==> config.mk <==
export PLATFORM = sky130hd
export DESIGN_NAME = rom_arbiter
export DESIGN_NICKNAME = d
export VERILOG_FILES = /design/src/rtl/rom_arbiter.sv
export SDC_FILE = /design/constraint.sdc
export NUM_CORES = 1
export LEC_CHECK = 0
export CORE_MARGIN = 2
export CORE_UTILIZATION = 35
export CTS_CLUSTER_DIAMETER = 60
export DETAILED_ROUTE_END_ITERATION = 8
export PLACE_DENSITY = 0.85
export SYNTH_ARGS = -nofsm -noshare
export SYNTH_HDL_FRONTEND = slang
export SYNTH_SLANG_ARGS = --single-unit
==> constraint.sdc <==
create_clock -name clk -period 1.4 [get_ports clk]
set_input_delay 0.28 -clock clk [delete_from_list [all_inputs] [get_ports clk]]
set_output_delay 0.28 -clock clk [all_outputs]
set_load 0.005 [all_outputs]
==> src/rtl/rom_arbiter.sv <==
// rom_arbiter: round-robin arbiter sharing one coefficient ROM among 4 requesters
// ports: clk, rst_n (async, active-low); req/req_addr from requesters; gnt, rsp_valid, rsp_data back to them;
//        busy status; rom_read_en/rom_addr to the ROM, rom_val from it
module rom_arbiter #(
  parameter int DATA_W = 32
) (
  input  logic              clk,
  input  logic              rst_n,
  input  logic [3:0]        req,
  input  logic [7:0]        req_addr,
  output logic [3:0]        gnt,
  output logic [3:0]        rsp_valid,
  output logic [DATA_W-1:0] rsp_data,
  output logic              busy,
  output logic              rom_read_en,
  output logic [1:0]        rom_addr,
  input  logic [DATA_W-1:0] rom_val
);
  localparam int N_REQ = 4;
  typedef enum logic [1:0] {IDLE = 2'd0, READ = 2'd1, RESP = 2'd2} state_t;
  state_t     state, nxt;
  logic [1:0] ptr, win, idx;
  logic       found;
  // first asserted request searching upward from ptr, wrapping 3->0
  always_comb begin
    win = ptr;
    idx = ptr;
    found = 1'b0;
    for (int i = 0; i < N_REQ; i++) begin
      idx = ptr + 2'(i);
      if (!found && req[idx]) begin
        win = idx;
        found = 1'b1;
      end
    end
  end
  // the unused encoding falls through to IDLE
  always_comb nxt = (state == IDLE) ? (found ? READ : IDLE) : (state == READ) ? RESP : IDLE;
  assign rom_read_en = state == READ;
  assign busy        = state != IDLE;
  assign rsp_valid   = (state == RESP) ? gnt : '0;
  always_ff @(posedge clk or negedge rst_n) begin
    if (!rst_n) begin
      state    <= IDLE;
      gnt      <= '0;
      rsp_data <= '0;
      rom_addr <= '0;
      ptr      <= '0;
    end else begin
      state <= nxt;
      if (state == IDLE && found) begin
        gnt      <= 4'b1 << win;
        rom_addr <= req_addr[{win, 1'b0} +: 2];
        ptr      <= win + 2'd1;
      end else if (state != READ) gnt <= '0;
      // the bus is only driven during READ
      if (state == READ) rsp_data <= rom_val;
    end
  end
endmodule

==> results of run 1 <==
[cell families after synthesis]
kind of cell              Yosys count
DFF                                42
muxes                              34
and+or+nand+nor                    26
AOI/OAI and AO/OA                  22
buffers and inverters               5
xor gates and xnor gates            1
[worst min-delay path by stage]
stage / to / slack (ns)
2_1_floorplan: gnt[0] / -0.02
3_3_place_gp: rsp_data[25] / 0.20
3_5_place_dp: rsp_data[25] / 0.20
4_1_cts: rsp_data[25] / 0.41
5_1_grt: rsp_data[25] / 0.43
6_report: rsp_data[25] / 0.42
[power groups by stage]
stage	registers (W)	clock network [W]	logic (W)
after floorplan	0.00220	0	0.00130
after detailed placement	0.00221	0	0.00312
after global routing	0.00226	0.000854	0.00341
after global placement	0.00217	0	0.00304
after CTS	0.00217	0.000802	0.00304
final	0.00218	0.000774	0.00315
[sequential cells by signal (all words and copies together), names as in the netlist]
name / flops
rsp_data: 32
rom_addr: 2
ptr: 2
state: 2
gnt: 4
[cell usage in the layout (no fill, tap or decap), types with 3 or more instances in the layout]
master	Yosys	final
clkdlybuf4s50_1	0	40
dfrtp_1	42	40
clkbuf_8	0	5
o21ai_0	10	6
buf_2	5	3
mux2_2	32	32
buf_4	0	16
nor2b_4	0	4
nand2_1	6	4
buf_6	0	8
o211ai_1	3	3
dlygate4sd2_1	0	41
[metal layers]
layer / share of wire, % / track usage (%) / vias up
met2: 53 / 31.87 / 55
li1: - / - / 696
met4: 2.2 / 6.349 / 0
met3: 5.6 / 4.418 / 10
met5: 0 / 0 / -
met1: 39 / 19.79 / 725
[timing repair]
action | CTS | global route
buffers inserted | 8 | 1
gates resized for setup | 92 | 15
pin swaps | 12 | 10
hold buffers | 1 | 0
hold endpoints to repair | 14 | 0
endpoints found under the setup margin | 71 | 28
[final cells by class]
type / count / share of cell area [%]
clock buffer: 5 / 2.254
clock inverter: 3 / 0.6967
multi-input combinational: 83 / 25.90
sequential: 42 / 34.51
tap: 67 / 2.746
timing repair buffer: 112 / 33.89
[per-stage QoR]
step                      utilization [%]  std cells  power (W)
after global routing                63.79        312   0.006523
after CTS                           62.67        312   0.006014
after global placement              59.03        295   0.005218
after detailed placement            59.03        295   0.005332
after floorplan                         -        130   0.003497
final                               63.79        312   0.006110
==> flow_summary.toml, run 1 <==
[critical_path]
critPathSlowestCell = "dfrtp_2"
cp_slowest_stage_delay_ns = 0.48
crit_chain = "a2111o_1 -> nand2_2 -> mux2i_1 -> o211ai_1"
worst-path-max-fanout = 6
timing.rr.start = "ptr[1]"
cp_top_family = "compound AO/OA/AOI/OAI gates"
crit_cells = 4
reg2reg_depth = 4
cp-end-kind = "flop"
rr_endpoint = "rom_addr[1]"
rrSetupSlack_ns = -0.12
crit_path_start = "ptr[1]"
cp.buffers_inverters = 0
required_ns = 1.56
crit_end = "rom_addr[1]"
path_class = "flop to flop"
arrival_ns = 1.68
crit_path_start_kind = "flop"

[cts]
clk_path_buf_depth = 2
clock_sinks = 42
clk_latency_ns = 0.29
cts_tree = "built"
cts_max_level = 2
clk_pin_slew_ns = 0.08
cts_root_buf = "clkbuf_8"
cts_made_buffers = 5

[power_and_ir_drop]
combPwrFrac_pct = 51.6
intPower_w = 0.004125
switching_power_w = 0.001985
power.leakage_nw = 1.362
peakVddDrop_mv = 1.223
clockPowerShare_pct = 12.7
pwr_density_cell_nw_per_um2 = 2001
power_frac_seq_pct = 35.7
switching_share_pct = 32.48

[sta]
relSlewSlack_pct = 77.18
tightest_slew_ns = 0.3423
fin_tns_setup_ns = -0.7733
fin_crit_sh_pct = 108.4
setup_ws_ns = -0.1174
max_freq_ghz = 0.6590
setup_viol = 10
hold_viol_final = 0
rsz0062_at_grt = "yes"
skew_ns = 0.004019
holdWs_ns = 0.4154
fin_crit_ns = 1.517
drv_slew = 0

[synthesis]
ys_seq_area_share_pct = 59.87
muxShareOfSynthArea_pct = 21.67
synth_common_cells = "42 x dfrtp_1, 32 x mux2_2, 10 x o21ai_0, 6 x nand2_1, 6 x nor2b_1"
synth_top_family_by_area = "multiplexers"
yosysTopAreaCell = "dfrtp_1"
synth_fa_ha_area_share_pct = 0
synth-edff-count = 0
syn_avg_cell_area_sq_um = 13.50
async_reset_ff_share_pct = 100.0
yosys.area_share.xor_xnor_pct = 0.4989
ys.flop_type = "dfrtp_1"
ys_seq_elements = 42
yosysUniqueCellTypes = 25
synthCells = 130
yosysTopAreaCellShare_pct = 59.87
yosysMostFrequentCell = "dfrtp_1"
synthTopCellsByArea = "dfrtp_1 60%, mux2_2 21%, o21ai_0 2.9%"
yosys_warnings = 0
syn-num-nets = 176
synthSimpleGateAreaFrac_pct = 7.912
synth-compound-area-share_pct = 8.624
syn_area_sq_um = 1755

[drt]
viasPerCell = 4.763
first_pass_iters = 4
drt_iter0_markers = 37
drc = 0
ant_nets = 0
vias = 1486
wl_per_cell_um = 15.42
wirelength_um = 4811

[placement]
place_ws_ns = -0.6449
gp_congestion = 0.8586
dpl.hpwl_um = 3388
portBuffers = 89
placed_area_sq_um = 2825

[grt]
grt.total_usage_pct = 17.54
gr-total-overflow = 0
antenna_found_initial = 0
grt_pass1_vias = 1553
grt_pass1_wl_um = 7314
grt_max_degree = 29

[final_layout]
diodes = 0
nets = 290
area_growth_pct = 73.91
regArea_sq_um = 1054
design_area_sq_um = 3053
drive_gt1_share_pct = 37.96
fill_cells = 384
multi_input_area_sq_um = 790.8

[floorplanning]
initial_core_util_pct = 36.68
io_pins = 90
dieArea_sq_um = 5598
core_area_sq_um = 4786
die_h_um = 74.82
die_x_um = 74.82
fp-row-count = 25

[job]
drv_cap = 0

[min_path]
hold_path.class = "input port to asynchronous set/reset pin"

[status]
violations = "setup timing"
outcome = "complete, but fails checks"
Note: power is estimated with default switching activity, not from simulation.
==> run 2, diff against run 1 <==
- CAP_MARGIN: not set -> 20
- CORE_ASPECT_RATIO: not set -> 1.5
==> flow_summary.toml, run 2 (synthesized netlist as in run 1, its figures left out) <==
[status]
violations = "setup timing"
outcome = "complete, but fails checks"

[power_and_ir_drop]
intPower_w = 0.004664
switching_share_pct = 31.38
switching_power_w = 0.002133
pwr_density_cell_nw_per_um2 = 2111
power_frac_seq_pct = 33.1
clockPowerShare_pct = 11.8
peakVddDrop_mv = 0.8064
power.leakage_nw = 1.489
combPwrFrac_pct = 55.1

[min_path]
hold_path.class = "input port to asynchronous set/reset pin"

[critical_path]
cp-end-kind = "output pin"
worst-path-max-fanout = 4
rr_endpoint = "rsp_data[19]"
reg2reg_depth = 6
path_class = "flop to output pin"
crit_path_start_kind = "flop"
rrSetupSlack_ns = -0.07
timing.rr.start = "state[0]"
arrival_ns = 1.20
required_ns = 1.12

[grt]
grt_max_degree = 43
grt.total_usage_pct = 15.74
grt_pass1_wl_um = 6610
antenna_found_initial = 0
grt_pass1_vias = 1463
gr-total-overflow = 0

[sta]
rsz0062_at_grt = "yes"
relSlewSlack_pct = 77.96
fin_crit_ns = 1.478
skew_ns = 0.006565
max_freq_ghz = 0.6766
hold_viol_final = 0
drv_slew = 0
holdWs_ns = 0.4893
setup_viol = 32
setup_ws_ns = -0.07804
tightest_slew_ns = 0.3307
fin_crit_sh_pct = 105.6

[placement]
dpl.hpwl_um = 3102
gp_congestion = 0.7849
placed_area_sq_um = 2829
portBuffers = 89
place_ws_ns = -0.5336

[final_layout]
most-common-layout-cells = "40 x dfrtp_1, 40 x clkdlybuf4s50_1, 39 x dlygate4sd2_1"
drive_gt1_share_pct = 37.14
fill_cells = 348
diodes = 0
design_area_sq_um = 3219
regArea_sq_um = 1054
area_growth_pct = 83.39
post-route-util_pct = 66.40
regMostFlops = "rsp_data"
multi_input_area_sq_um = 873.3
largest_register_ffs = 32
largest_registers = "rsp_data x32, gnt x4"
nets = 290

[floorplanning]
core_area_sq_um = 4848
io_pins = 90
die_h_um = 90.74
initial_core_util_pct = 36.21
die_x_um = 61.83
fp-row-count = 31
dieArea_sq_um = 5610

[drt]
first_pass_iters = 4
drt_iter0_markers = 48
drc = 0
wirelength_um = 4975
wl_per_cell_um = 16.00
ant_nets = 0
vias = 1493
viasPerCell = 4.801

[cts]
cts_max_level = 2
clk_latency_ns = 0.29
cts_tree = "built"
clock_sinks = 42
clk_path_buf_depth = 2
clk_pin_slew_ns = 0.08
cts_root_buf = "clkbuf_8"
cts_made_buffers = 5

[job]
drv_cap = 0
run 2: layout make-up:
class / instances / share of cell area (%)
Sequential cell: 42 / 32.72
Timing Repair Buffer: 112 / 34.63
Tap cell: 66 / 2.565
Clock buffer: 6 / 2.565
Multi-Input combinational cell: 83 / 27.13
Clock inverter: 2 / 0.3887
run 2: per-stage QoR:
step	TNS (ns)	power [W]	std cells
after floorplan	0	0.003497	130
after global placement	-3.786	0.005248	293
after CTS	-0.8653	0.006038	309
after detailed placement	-4.172	0.005347	293
after global routing	-3.306	0.007230	311
final	-1.511	0.006797	311
run 2: per-layer routing:
metal / vias up / GRT usage, % / routed length (um)
li1: 695 / - / -
met1: 723 / 17.24 / 1988
met2: 67 / 28.07 / 2599
met3: 8 / 3.725 / 307
met4: 0 / 5.319 / 79
met5: - / 0 / 0
run 2: worst max-delay path by stage:
stage / slack (ns) / start / endpoint / depth (start not counted)
after floorplan: 0.02 / ptr[1] / rom_addr[0] / 5
after global placement: -0.49 / req[3] / rom_addr[1] / 6
after detailed placement: -0.53 / req[3] / rom_addr[0] / 6
after CTS: -0.08 / state[1] / rsp_valid[2] / 4
after global routing: -0.15 / state[1] / rsp_valid[3] / 4
final: -0.08 / state[1] / rsp_valid[2] / 4
run 2: power groups by stage:
| stage | combinational, W | clock (W) | sequential (W) |
|---|---|---|---|
| finish | 0.00375 | 0.000801 | 0.00225 |
| global route | 0.00404 | 0.000872 | 0.00232 |
| CTS | 0.00306 | 0.000816 | 0.00216 |
| detailed placement | 0.00313 | 0 | 0.00221 |
| global placement | 0.00309 | 0 | 0.00216 |
| floorplan | 0.00130 | 0 | 0.00220 |
run 2: critical path, stage by stage, from the launching register on:
cell and delay [ns]:
dfrtp_1 0.41, buf_6 0.13, nor2b_4 0.12, and2_1 0.12, buf_2 0.13
run 2: repair_timing:
item,in CTS,in global routing
hold buffers,1,0
setup endpoints to repair,53,45
buffers inserted,8,0
resized for setup,78,56
pin swaps,8,9
endpoints found under the hold margin,42,0
gates cloned,1,2
